$ cat src/rtl/acc_unit.sv
// 6-bit signed accumulator around the shared ripple adder; valid/ready in and out.
// Optional clamp on ADD/SUB overflow: define ACC_UNIT_SATURATE_EN.

module adder (
  input  logic [5:0] A,
  input  logic [5:0] B,
  output logic [5:0] C,
  output logic       overflow
);

  always_comb begin
    logic cy;
    cy = 1'b0;
    C  = '0;
    for (int i = 0; i < 6; i++) begin
      C[i] = A[i] ^ B[i] ^ cy;
      cy   = (A[i] & B[i]) | (cy & (A[i] ^ B[i]));
    end
  end

  assign overflow = (A[5] ~^ B[5]) & (C[5] ^ A[5]);

endmodule

module acc_unit #(
  parameter int WIDTH = 6
) (
  input  logic             clk,
  input  logic             rst_n,
  input  logic             in_valid,
  output logic             in_ready,
  input  logic [1:0]       in_op,
  input  logic [WIDTH-1:0] in_data,
  output logic             out_valid,
  input  logic             out_ready,
  output logic [WIDTH-1:0] out_data,
  output logic             out_ovf,
  output logic             sticky_ovf
);

  typedef enum logic [1:0] {
    IDLE = 2'd0,
    NEG  = 2'd1,
    EXEC = 2'd2,
    OUT  = 2'd3
  } state_t;

  localparam logic [1:0] OP_ADD = 2'b00;
  localparam logic [1:0] OP_SUB = 2'b01;
  localparam logic [1:0] OP_LD  = 2'b10;
  localparam logic [1:0] OP_CLR = 2'b11;

  localparam logic [WIDTH-1:0] ONE =
    {{(WIDTH-1){1'b0}}, 1'b1};
`ifdef ACC_UNIT_SATURATE_EN
  localparam logic [WIDTH-1:0] S_MAX =
    {1'b0, {(WIDTH-1){1'b1}}};
  localparam logic [WIDTH-1:0] S_MIN =
    {1'b1, {(WIDTH-1){1'b0}}};
`endif

  state_t           state_q, state_d;
  logic [1:0]       op_q, op_d;
  logic [WIDTH-1:0] data_q, data_d;
  logic [WIDTH-1:0] neg_q, neg_d;
  logic             neg_ovf_q, neg_ovf_d;
  logic [WIDTH-1:0] acc_q, acc_d;
  logic [WIDTH-1:0] out_data_q, out_data_d;
  logic             out_ovf_q, out_ovf_d;
  logic             sticky_q, sticky_d;

  logic [WIDTH-1:0] add_a, add_b, sum;
  logic             add_ovf;
  logic [WIDTH-1:0] res;
  logic             ovf;

  adder u_adder (
    .A        (add_a),
    .B        (add_b),
    .C        (sum),
    .overflow (add_ovf)
  );

  always_ff @(posedge clk or negedge rst_n) begin
    if (!rst_n) begin
      state_q    <= IDLE;
      op_q       <= OP_ADD;
      data_q     <= '0;
      neg_q      <= '0;
      neg_ovf_q  <= 1'b0;
      acc_q      <= '0;
      out_data_q <= '0;
      out_ovf_q  <= 1'b0;
      sticky_q   <= 1'b0;
    end else begin
      state_q    <= state_d;
      op_q       <= op_d;
      data_q     <= data_d;
      neg_q      <= neg_d;
      neg_ovf_q  <= neg_ovf_d;
      acc_q      <= acc_d;
      out_data_q <= out_data_d;
      out_ovf_q  <= out_ovf_d;
      sticky_q   <= sticky_d;
    end
  end

  always_comb begin
    state_d = state_q;
    unique case (state_q)
      IDLE: begin
        if (in_valid) begin
          state_d = (in_op == OP_SUB) ? NEG : EXEC;
        end
      end
      NEG:  state_d = EXEC;
      EXEC: state_d = OUT;
      OUT: begin
        if (out_ready) begin
          state_d = IDLE;
        end
      end
      default: state_d = IDLE;
    endcase
  end

  always_comb begin
    in_ready   = (state_q == IDLE);
    out_valid  = (state_q == OUT);
    out_data   = out_data_q;
    out_ovf    = out_ovf_q;
    sticky_ovf = sticky_q;
  end

  // Adder is shared: negation in NEG, accumulate in EXEC.
  always_comb begin
    add_a = acc_q;
    add_b = (op_q == OP_SUB) ? neg_q : data_q;
    if (state_q == NEG) begin
      add_a = ~data_q;
      add_b = ONE;
    end
  end

  always_comb begin
    op_d       = op_q;
    data_d     = data_q;
    neg_d      = neg_q;
    neg_ovf_d  = neg_ovf_q;
    acc_d      = acc_q;
    out_data_d = out_data_q;
    out_ovf_d  = out_ovf_q;
    sticky_d   = sticky_q;
    res        = acc_q;
    ovf        = 1'b0;
    unique case (state_q)
      IDLE: begin
        if (in_valid) begin
          op_d   = in_op;
          data_d = in_data;
        end
      end
      NEG: begin
        neg_d     = sum;
        neg_ovf_d = add_ovf;
      end
      EXEC: begin
        unique case (1'b1)
          (op_q == OP_ADD): begin
            res = sum;
            ovf = add_ovf;
          end
          (op_q == OP_SUB): begin
            res = sum;
            // Negating -32 wraps; the op overflows iff acc >= 0.
            ovf = neg_ovf_q ? ~acc_q[WIDTH-1] : add_ovf;
          end
          (op_q == OP_LD): begin
            res = data_q;
          end
          default: begin
            res = '0;
          end
        endcase
`ifdef ACC_UNIT_SATURATE_EN
        if (ovf) begin
          res = sum[WIDTH-1] ? S_MAX : S_MIN;
        end
`endif
        acc_d      = res;
        out_data_d = res;
        out_ovf_d  = ovf;
        sticky_d   = (op_q == OP_CLR) ? 1'b0 : (sticky_q | ovf);
      end
      default: ;
    endcase
  end

endmodule
$ cat config.mk
export PLATFORM = sky130hd
export DESIGN_NAME = acc_unit
export DESIGN_NICKNAME = d
export VERILOG_FILES = /design/src/rtl/acc_unit.sv
export SDC_FILE = /design/constraint.sdc
export NUM_CORES = 1
export LEC_CHECK = 0
export ABC_CLOCK_PERIOD_IN_PS = 3800
export CAP_MARGIN = 10
export CORE_UTILIZATION = 53
export CTS_CLUSTER_DIAMETER = 60
export DETAILED_ROUTE_END_ITERATION = 6
export GPL_ROUTABILITY_DRIVEN = 0
export PLACE_DENSITY = 0.74
export SYNTH_ARGS = -nofsm -noshare
export SYNTH_HDL_FRONTEND = slang
export SYNTH_SLANG_ARGS = --single-unit
$ cat constraint.sdc
create_clock -name clk -period 3.8 [get_ports clk]
set_input_delay 0.57 -clock clk [delete_from_list [all_inputs] [get_ports clk]]
set_output_delay 0.57 -clock clk [all_outputs]
set_load 0.05 [all_outputs]
==> impl_metrics.py, run 1 <==
metrics = {
    "clock_network": {
        "post_cts_resized": 0,
        "cts_hold_buffers": 0,
        "cts_buffers": 3,
        "cts_tree": "done",
        "worstSkewPairLatency_ns": 0.31,
        "cts_root_buf": "clkbuf_4",
        "clk_path_buf_depth": 2,
        "cts_setup_buffers": 0,
        "cts-htree-levels": 1,
        "clk_pin_slew_worst_paths_ns": 0.13,
        "clkSinkCount": 25,
    },
    "setup_path": {
        "cp-start-kind": "register",
        "cp_common_cell": "fa_1",
        "cp.required_ns": 3.99,
        "worstSetupEndpointType": "register",
        "reg2regPathDepth": 10,
        "r2r-start": "op_q[1]$_DFFE_PN0P_",
        "crit_fanout": 9,
        "critPathSlowestCell": "nor2b_1",
        "arrival_ns": 3.57,
        "rrSetupSlack_ns": 0.42,
        "path_cells": "nor2b_1, a211o_1, ha_1, fa_1, inv_1, fa_1, fa_1, fa_1, xnor3_1, o221ai_2",
        "r2r-end": "out_data[5]$_DFFE_PN0P_",
        "cpPeakStageDelay_ns": 0.55,
        "worstSetupPathType": "reg2reg",
    },
    "routing": {
        "drc": 0,
        "first_pass_iters": 4,
        "vias": 1123,
        "drtIter0Drc": 18,
        "vias_per_cell": 5.64,
        "ant_nets": 0,
        "wirelength_mm": 2.89,
        "post_drt_wl_per_cell_um": 14.5,
    },
    "timing": {
        "fmax_mhz": 296,
        "layout_worst_path_cycle_share_pct": 89.0,
        "hold_slack_ns": 0.529,
        "finalSetupViolations": 0,
        "fin_crit_ns": 3.38,
        "slew_violations": 0,
        "tightest_slew_ns": 0.691,
        "rsz0062_at_grt": "false",
        "fin_setup_tns_ns": 0,
        "skew_ns": 0.00143,
        "slew_headroom_pct": 53.8,
        "hold_viol_final": 0,
    },
    "synthesis": {
        "yosys_warnings": 0,
        "syn_area_sq_um": 1480,
        "synth_cell_type_count": 34,
        "yosysTopAreaCellShare_pct": 42.4,
        "syn_nets": 167,
        "synth_seq_area_share_pct": 42.4,
        "synth-async-reset-ratio_pct": 100,
        "synthCells": 145,
        "yosysTopAreaCell": "dfrtp_1",
        "synth_edf_count": 0,
        "synthTopCellsByArea": "dfrtp_1, mux2_2, fa_1",
        "synth-main-ff-cell": "dfrtp_1",
        "syn_area_per_cell_sq_um": 10.2,
        "ys_seq_elements": 25,
    },
    "place": {
        "dp.final_hpwl_mm": 2.05,
        "dpl-instance-area_sq_um": 1720,
        "io_buffers": 21,
    },
    "finish": {
        "fin_util_pct": 69.3,
        "fin_area_sq_um": 1760,
        "area_growth_pct": 19.5,
        "layout_common_cells": "dfrtp_1, clkdlybuf4s50_1, inv_1, nor2_1, a21oi_1",
        "drive_above_1_share_pct": 13.6,
        "layout_commonest_cell": "dfrtp_1",
        "diodes": 0,
        "fin_nets": 192,
    },
    "global_routing": {
        "grt_first_pass_wirelength_mm": 4.48,
        "grt_max_degree": 26,
        "grt_pass1_vias": 994,
        "grt_overflow": 0,
        "antenna_found_initial": 0,
        "grt_use_total_pct": 21.8,
    },
    "die": {
        "num_rows": 18,
        "core_area_sq_um": 2540,
        "die_h_um": 54.8,
        "die_width_um": 54.8,
        "ios": 22,
        "initial_core_util_pct": 58.0,
        "dieArea_sq_um": 3000,
    },
    "min_path": {
        "min-delay-start": "neg_q[0]$_DFFE_PN0N_",
        "hp-class": "reg2reg",
        "hold_depth": 1,
        "min_to": "neg_q[0]$_DFFE_PN0N_",
    },
    "status": {
        "status": "complete, no violations",
    },
    "run": {
        "drv_cap": 0,
    },
}
## synth_stat cells, drive strengths merged, types with 3 or more instances
master,count
dfrtp,25
inv,14
a21oi,13
nor2,13
mux2,10
nand2,10
mux2i,8
o21ai,8
ha,6
nor2b,5
buf,4
fa,4
nand2b,3
o22ai,3
or2,3
## per-stage QoR
step	std cells	setup WS (ns)
after detailed placement	194	0.422
after global routing	199	0.197
final	199	0.419
after floorplan	145	0.439
after CTS	198	0.400
after global placement	194	0.489
## critical path, delay by kind of cell, from the launching register on
family | cells | cell delay, ns
xor+xnor | 1 | 0.44
compound gates | 2 | 0.34
fa+ha+maj | 5 | 1.50
flops | 1 | 0.40
simple gates | 1 | 0.55
buf+inv | 1 | 0.05
## cells by family (layout without fill, tap and decap cells)
logic type / count (synthesis) / after routing / synth area share, %
and+or+nand+nor: 39 / 39 / 13.1
AOI/OAI and AO/OA: 32 / 32 / 13.8
DFF: 25 / 25 / 42.4
buffers and inverters: 20 / 44 / 5.68
muxes: 18 / 18 / 13.1
adders and majority gates: 10 / 10 / 10.5
xor gates and xnor gates: 1 / 1 / 1.53
## how the worst max path moves through the flow
| stage | start | to | slack [ns] | depth (start not counted) |
|---|---|---|---|---|
| 2_1_floorplan | state_q[1]$_DFFE_PN0P_ | out_data[5]$_DFFE_PN0P_ | 0.44 | 12 |
| 3_3_place_gp | op_q[1]$_DFFE_PN0P_ | out_data[5]$_DFFE_PN0P_ | 0.49 | 10 |
| 3_5_place_dp | op_q[1]$_DFFE_PN0P_ | out_data[5]$_DFFE_PN0P_ | 0.42 | 10 |
| 4_1_cts | op_q[1]$_DFFE_PN0P_ | out_data[5]$_DFFE_PN0P_ | 0.40 | 10 |
| 5_1_grt | op_q[1]$_DFFE_PN0P_ | out_ovf$_DFFE_PN0P_ | 0.20 | 11 |
| 6_report | op_q[1]$_DFFE_PN0P_ | out_data[5]$_DFFE_PN0P_ | 0.42 | 10 |
## layer usage
| metal | vias to the layer above | share of wire [%] | global-route usage [%] |
|---|---|---|---|
| met5 | - | 0 | 0 |
| met1 | 555 | 47 | 27.7 |
| met2 | 25 | 48 | 36.5 |
| li1 | 541 | - | - |
| met3 | 2 | 4.1 | 5.83 |
| met4 | 0 | 0.69 | 5.13 |
## registers in the layout, indices dropped and copies added (netlist names)
register,flops
data_q,6
neg_q,6
out_data,6
op_q,2
state_q,2
neg_ovf_q,1
out_ovf,1
sticky_ovf,1
## final cells by class
| cell class | count | area [sq um] |
|---|---|---|
| clock buffer | 4 | 26.3 |
| inverter | 14 | 52.6 |
| sequential | 25 | 626 |
| multi-input combinational | 100 | 767 |
| tap | 30 | 37.5 |
| fill | 206 | 781 |
| timing repair buffer | 26 | 255 |
Power of run 1 is not shown: default switching activity piles up to over one toggle a cycle in this logic, so the estimate is an artifact.
==> run 2: changes to the inputs <==
- SETUP_SLACK_MARGIN: not set -> 0.1
==> results of run 2 <==
Same layout as run 1: the final DEF is identical, and so are final timing and power.
Power of run 2 is left out for the same reason.
